$ cat config.mk
export PLATFORM = sky130hd
export DESIGN_NAME = serial_demux_transmitter
export DESIGN_NICKNAME = d
export VERILOG_FILES = /design/src/rtl/serial_demux_transmitter.sv
export SDC_FILE = /design/constraint.sdc
export NUM_CORES = 1
export LEC_CHECK = 0
export BUFFER_PORTS_ARGS = -buffer_cell sky130_fd_sc_hd__buf_2
export CAP_MARGIN = 10
export CORE_MARGIN = 5
export CORE_UTILIZATION = 40
export DETAILED_ROUTE_END_ITERATION = 16
export PLACE_DENSITY_LB_ADDON = 0.1
export RECOVER_POWER = 50
export SLEW_MARGIN = 10
export SYNTH_ARGS = -nofsm -noshare
export SYNTH_HDL_FRONTEND = slang
export SYNTH_SLANG_ARGS = --single-unit
$ cat constraint.sdc
create_clock -name clk -period 3.1 [get_ports clk]
set_input_delay 0.155 -clock clk [delete_from_list [all_inputs] [get_ports clk]]
set_output_delay 0.155 -clock clk [all_outputs]
set_load 0.005 [all_outputs]
$ cat src/rtl/serial_demux_transmitter.sv
// serial_demux_transmitter
// Receives framed bit-serial packets (start, address, length, payload,
// optional even-parity bit) on one line and forwards the payload bits,
// one cycle later, to the addressed serial output port.
module serial_demux_transmitter #(
  parameter int ADDR_W    = 2,
  parameter int LEN_W     = 4,
  parameter bit PARITY_EN = 1'b0
) (
  input  logic                   clk,
  input  logic                   rst,
  input  logic                   serin,
  output logic [2**ADDR_W-1:0]   serout,
  output logic [2**ADDR_W-1:0]   out_valid,
  output logic                   busy,
  output logic                   done,
  output logic                   parity_err,
  output logic [ADDR_W-1:0]      cur_port
);

  localparam int NUM_PORTS = 2**ADDR_W;
  // One counter and one shift register serve both header fields.
  localparam int CNT_W     = (ADDR_W > LEN_W) ? ADDR_W : LEN_W;

  typedef enum logic [2:0] {
    IDLE   = 3'd0,
    ADDR   = 3'd1,
    LEN    = 3'd2,
    DATA   = 3'd3,
    PARITY = 3'd4
  } state_t;

  state_t                 state_reg, state_next;
  logic [CNT_W-1:0]       bit_cnt_reg, bit_cnt_next;
  // Holds the already-received header bits; the incoming bit completes the field.
  logic [CNT_W-2:0]       shift_reg, shift_next;
  logic [CNT_W-1:0]       shift_in;
  logic [LEN_W-1:0]       len_cnt_reg, len_cnt_next;
  logic                   par_reg, par_next;
  logic [ADDR_W-1:0]      cur_port_reg, cur_port_next;
  logic [NUM_PORTS-1:0]   serout_reg, serout_next;
  logic [NUM_PORTS-1:0]   out_valid_reg, out_valid_next;
  logic                   done_reg, done_next;
  logic                   perr_reg, perr_next;

  assign shift_in = {shift_reg, serin};

  // Next-state and next-output logic; outputs default to idle values each cycle.
  always_comb begin
    state_next     = state_reg;
    bit_cnt_next   = bit_cnt_reg;
    shift_next     = shift_in[CNT_W-2:0];
    len_cnt_next   = len_cnt_reg;
    par_next       = par_reg;
    cur_port_next  = cur_port_reg;
    serout_next    = {NUM_PORTS{1'b1}};
    out_valid_next = '0;
    done_next      = 1'b0;
    perr_next      = 1'b0;

    case (state_reg)
      IDLE: begin
        shift_next = '0;
        if (!serin) begin
          state_next   = ADDR;
          bit_cnt_next = '0;
          par_next     = 1'b0;
        end
      end

      ADDR: begin
        if (bit_cnt_reg == CNT_W'(ADDR_W - 1)) begin
          cur_port_next = shift_in[ADDR_W-1:0];
          state_next    = LEN;
          bit_cnt_next  = '0;
          shift_next    = '0;
        end else begin
          bit_cnt_next = bit_cnt_reg + CNT_W'(1);
        end
      end

      LEN: begin
        if (bit_cnt_reg == CNT_W'(LEN_W - 1)) begin
          len_cnt_next = shift_in[LEN_W-1:0];
          bit_cnt_next = '0;
          shift_next   = '0;
          if (shift_in[LEN_W-1:0] != '0) begin
            state_next = DATA;
          end else if (PARITY_EN) begin
            state_next = PARITY;
          end else begin
            state_next = IDLE;
            done_next  = 1'b1;
          end
        end else begin
          bit_cnt_next = bit_cnt_reg + CNT_W'(1);
        end
      end

      DATA: begin
        serout_next[cur_port_reg]    = serin;
        out_valid_next[cur_port_reg] = 1'b1;
        par_next                     = par_reg ^ serin;
        len_cnt_next                 = len_cnt_reg - LEN_W'(1);
        if (len_cnt_reg == LEN_W'(1)) begin
          if (PARITY_EN) begin
            state_next = PARITY;
          end else begin
            state_next = IDLE;
            done_next  = 1'b1;
          end
        end
      end

      PARITY: begin
        // Even parity: payload bits XOR parity bit must be zero.
        perr_next  = par_reg ^ serin;
        done_next  = 1'b1;
        state_next = IDLE;
      end

      default: begin
        state_next = IDLE;
      end
    endcase
  end

  // State and datapath registers; asynchronous active-low reset abandons any frame.
  always_ff @(posedge clk or negedge rst) begin
    if (!rst) begin
      state_reg     <= IDLE;
      bit_cnt_reg   <= '0;
      shift_reg     <= '0;
      len_cnt_reg   <= '0;
      par_reg       <= 1'b0;
      cur_port_reg  <= '0;
      serout_reg    <= {NUM_PORTS{1'b1}};
      out_valid_reg <= '0;
      done_reg      <= 1'b0;
      perr_reg      <= 1'b0;
    end else begin
      state_reg     <= state_next;
      bit_cnt_reg   <= bit_cnt_next;
      shift_reg     <= shift_next;
      len_cnt_reg   <= len_cnt_next;
      par_reg       <= par_next;
      cur_port_reg  <= cur_port_next;
      serout_reg    <= serout_next;
      out_valid_reg <= out_valid_next;
      done_reg      <= done_next;
      perr_reg      <= perr_next;
    end
  end

  // busy drops in the same cycle done rises because the FSM is back in IDLE.
  assign busy       = (state_reg != IDLE);
  assign serout     = serout_reg;
  assign out_valid  = out_valid_reg;
  assign done       = done_reg;
  assign parity_err = perr_reg;
  assign cur_port   = cur_port_reg;

endmodule

# Word-level counts from Yosys, hierarchy flattened
# Index checks and enable logic that the tools add are counted.
dict set report totals {
  reg_bits 27
  latchBits 0
  ram_bits 0
  romBits 0
  input_bits 3
  output_inout_bits 13
  wordCells 66
  memories 0
}
dict set report classes {
  n_addsub 2
  n_mul 0
  n_div 0
  n_lt_le_gt_ge 2
  eq_ne 11
  n_shift 0
  n_mux 26
  bitwise_logic 3
  n_reduce_logical 12
}
# operator count
set ops {}
lappend ops {{$mux 4} 6}
lappend ops {{$mux 3} 6}
lappend ops {{$pmux 3 s4} 1}
lappend ops {{$pmux 4 s3} 1}
lappend ops {{$pmux 3 s3} 1}
lappend ops {{$eq 4x1->1 const B} 2}
lappend ops {{$ne 2x2->1 const B} 4}
lappend ops {{$pmux 4 s2} 1}
lappend ops {{$reduce_and 2->1} 4}
lappend ops {{$eq 3x2->1 const B} 2}
lappend ops {{$mux 1} 6}
lappend ops {{$reduce_bool 3->1} 2}
lappend ops {{$add 4x1->4 const B} 1}
lappend ops {{$eq 4x2->1 const B} 1}
lappend ops {{$not 4->4} 1}
lappend ops {{$or 4x4->4} 1}
lappend ops {{$reduce_and 4->1} 1}
lappend ops {{$reduce_bool 2->1} 2}
lappend ops {{$reduce_bool 4->1} 1}
lappend ops {{$sub 4x1->4 const B} 1}
lappend ops {{$eq 3x1->1 const B} 1}
lappend ops {{$eq 3x3->1 const B} 1}
lappend ops {{$logic_not 3->1} 1}
lappend ops {{$lt 2x3->1 const B} 1}
lappend ops {{other kinds (7)} 7}

# Depth between registers and ports, before layout
dict set report logic_depth {
  word_depth 7
  ltp_mapped 6
  depth_no_buf 6
}

# Least setup slack after synthesis
# Ideal clock, no wire load.
dict set report synth_timing {
  kind {reg-to-reg}
  startpoint {register state_reg[0]}
  endpoint {register state_reg[0]}
  setup_time_ns 0.121
  arrival_time_ns 1.444
  t_required_ns 2.979
  path_slack_ns 1.535
  stages_incl_launch_ff 7
  path_buffers 0
  period_less_slack_ns 1.565
  path_cell_list {dfrtp_1 inv_1 ha_1 o22ai_1 o221ai_2 a221o_1 o2bb2ai_1}
}
dict set report synth_between {
  elab_chain_cells 3
  word_cells_on_any_way 10
  classes_between {7 x eq/ne; 1 x mux; 2 x reduce/logical}
}
# element line
set synth_lines {}
lappend synth_lines {{from (decl)} 33} ;# state_t state_reg, state_next;
lappend synth_lines {{from (signal assigned)} 142} ;# state_reg <= state_next;
lappend synth_lines {{$eq 3x2->1, or another cell as far along} 61} ;# case (state_reg)
lappend synth_lines {{$ne 2x2->1 (no line)} -}
lappend synth_lines {{$reduce_and 4->1 (no line)} -}
# Parallel ways exist; a longest one is shown, timed or not.
# A chain may end at the register's enable or synchronous reset.

# Worst setup path in the final report
dict set report layout_timing {
  startpoint {register state_reg[0]}
  endpoint {register len_cnt_reg[2]}
}
dict set report layout_between {
  elab_chain_cells 3
  word_cells_on_any_way 6
  classes_between {3 x eq/ne; 1 x mux; 2 x reduce/logical}
}
# element line
set layout_lines {}
lappend layout_lines {{$eq 3x2->1} 61}
lappend layout_lines {{$ne 2x2->1 (no line) / $reduce_bool 2->1 (equally long branches)} -}
lappend layout_lines {{$reduce_and 2->1 (no line)} -}
lappend layout_lines {{to (signal assigned)} 145} ;# len_cnt_reg <= len_cnt_next;
lappend layout_lines {{to (decl)} 38} ;# logic [LEN_W-1:0] len_cnt_reg, len_cnt_next;
# Parallel ways exist; a longest one is shown, timed or not.

==> summary.txt <==
Status
  • Outcome: completed

STA
  • Hold Vio Cnt, Final: 0
  • Setup violators final: 0
  • Fin crit share: 58.4%
  • Tmin final: 1.81 ns
  • RSZ-0062 raised after global routing: false
  • Peak Freq: 552 MHz
  • Worst-Margin Slew: 1.29 ns
  • Max-slew violation count: 0
  • Final WS setup: 1.29 ns
  • Slew headroom: 13.9%
  • Hold slack: 0.173 ns
  • Worst Clk Skew: 0.00341 ns
  • Setup_tns: 0 ns

Synth
  • Yosys warns: 0
  • Post-synth EDFFs: 0
  • Syn Std Cell Area: 1210 µm²
  • Most common cell in the netlist: dfrtp_1
  • Synth top cells by count: 20 x dfrtp_1, 11 x nand2_1, 8 x ha_1, 8 x inv_1, 7 x nor2_1
  • Library cells used by synthesis: 38
  • Synth top area cells: dfrtp_1 41%, dfstp_2 8.7%, ha_1 8.3%, nand2_1 3.4%, a21oi_1 2.5%
  • Syn nets: 126
  • Yosys top cell area share: 41.4%
  • Seq/Total Area, Yosys: 50.1%
  • Yosys top cell by area: dfrtp_1
  • Synth Flop Type: dfrtp_1
  • Ys async rst share: 100%
  • Synthesis-stage register bit count: 24
  • Average cell area after synthesis: 10.5 µm²
  • Post-synthesis instance total: 115

Pwr
  • PnR Total Power: 1.10 mW
  • Pwr/cell area: 820 nW/µm²
  • Maximum VDD drop: 0.000341 V
  • Cell leakage power: 0.618 nW

Worst setup path
  • Crit path max fanout: 13
  • Reg2reg end: len_cnt_reg[2]
  • R2R Setup Slk: 1.29 ns
  • Arr. time, crit path: 2.02 ns
  • R2r worst-path depth: 5
  • RR Startpoint: state_reg[0]
  • CP delay by family, top: adder cells
  • Critical path class: register to register
  • Max incr delay on CP: 0.46 ns
  • Slowest-stage cell, CP: ha_1
  • Critical-path cell list: ha_1 > clkinv_1 > nand2_1 > a21oi_1 > a211o_1
  • Crit path buffers/inverters: 1
  • CP startpoint kind: register
  • Crit path required time: 3.31 ns
  • Crit path capture type: register

Floorplan
  • Die height: 65.0 µm
  • Die X-Extent: 65.0 µm
  • Core Footprint: 2980 µm²
  • Starting Density: 40.6%
  • Num ports: 16
  • Die area: 4220 µm²
  • Rows: 20

Routing
  • Vias: 869
  • Final wirelength: 2310 µm
  • DR iter-0 viols: 42
  • Pre-antenna DRT Iters: 4
  • Vias per Instance: 5.33
  • Routed wire length per instance: 14.2 µm
  • DRC errors left: 0
  • Final antenna-violating net count: 0

GRT
  • First-pass GRT wire length: 4110 µm
  • Number of global-route vias before repair: 848
  • GR peak layer: met2
  • Pin count of the biggest net entering global routing: 25
  • GR Util met3: 3.64%
  • Initial antenna violation count: 0
  • Met1 GRT Util: 15.7%
  • Total GRT Usage: 12.5%
  • Remaining Overflow, GRT: 0
  • GRT met2 Usage: 20.8%

Clock network
  • Post-cts gate resize count: 0
  • Worst-Skew Late Latency: 0.31 ns
  • CTS max path bufs: 2
  • Clock root buffer: clkbuf_4
  • # clock sinks: 24
  • H-tree Lvls: 1
  • Clock transition at the registers of the reported paths: 0.13 ns
  • CTS buffer count: 3
  • CTS tree: done

Placement
  • Cells after DPL: 158
  • Final Wtd Congestion: 0.756
  • IO buf count: 14
  • DP Wirelength: 1690 µm
  • Post-Place Worst Slack: 1.32 ns

Finish
  • Fin cells: 163
  • Share of cells above drive strength 1: 23.1%
  • Final net count: 142
  • Synth-to-Final Area Change: 11.3%
  • Antenna Cells: 0
  • Filler cell count: 298

Flow run
  • Max Cap Violations: 0

Min path
  • Tightest Hold Check Type: primary input to register
  • Hold_sp: serin
  • Worst hold endpoint: shift_reg[0]
  • Hold Path Depth: 2
## routing by layer
layer | up-vias | part of all wire, %
li1 | 427 | -
met1 | 429 | 47
met2 | 11 | 48
met3 | 2 | 3.8
met4 | 0 | 0.61
met5 | - | 0
## timing repair
action                                 CTS  global route
setup buffers                            0             0
endpoints found under the hold margin   20             0
hold buffers                             1             0
## layout by cell type, fill, tap and decap left out, types with 2 or more instances in the layout
master / synthesis / final
inv_1: 8 / 8
dfrtp_1: 20 / 20
buf_2: 0 / 12
ha_1: 8 / 8
clkbuf_1: 3 / 2
and3_1: 2 / 2
dfstp_2: 4 / 4
clkbuf_4: 0 / 3
nand2_1: 11 / 11
nor3b_1: 3 / 3
o22ai_1: 2 / 2
nand3b_1: 4 / 4
a21oi_1: 6 / 6
a211o_1: 2 / 2
nor2b_1: 3 / 3
o21ai_0: 3 / 3
mux2_2: 2 / 2
nor2_1: 7 / 7
nand3_1: 4 / 4
nor3_1: 2 / 2
o2bb2ai_1: 2 / 2
## power by group
group | switching [mW] | total, mW | internal (mW)
clock | 0.0920 | 0.164 | 0.0717
sequential | 0.0839 | 0.480 | 0.396
combinational | 0.263 | 0.461 | 0.198
total | 0.439 | 1.10 | 0.665
## stage by stage
stage | cell area, µm² | utilization (%)
after floorplan | 1210 | -
after global placement | 1300 | 43.7
after detailed placement | 1300 | 43.7
after CTS | 1350 | 45.3
after global routing | 1350 | 45.2
final | 1350 | 45.2
## kinds of logic after synthesis
logic type / synth area share, %
simple gates: 18.6
other cells: 0.310
compound gates: 16.2
fa+ha+maj: 8.27
buf+inv: 4.65
mux: 1.86
flops: 50.1
## worst register-to-register path, cell delays in order, from the launching register on
cell and delay [ns]:
dfrtp_1 0.42, ha_1 0.46, clkinv_1 0.35, nand2_1 0.14, a21oi_1 0.07, a211o_1 0.27
## cell type report
class	instances	area [µm²]	area share, %
Clock buffer	4	36.3	2.70
Inverter	10	37.5	2.79
Sequential cell	24	606	45.0
Timing Repair Buffer	15	77.6	5.76
Tap cell	33	41.3	3.07
Multi-Input combinational cell	77	548	40.7
## worst max path at each step
stage | cells past startpoint | slack (ns) | end | from
3_3_place_gp | 5 | 1.41 | len_cnt_reg[3] | state_reg[0]
4_1_cts | 5 | 1.28 | len_cnt_reg[2] | state_reg[0]
3_5_place_dp | 5 | 1.32 | len_cnt_reg[3] | state_reg[1]
6_report | 5 | 1.29 | len_cnt_reg[2] | state_reg[0]
2_1_floorplan | 6 | 1.53 | state_reg[0] | state_reg[0]
5_1_grt | 5 | 1.13 | len_cnt_reg[2] | state_reg[0]
Power figures use the tool's default switching activity.
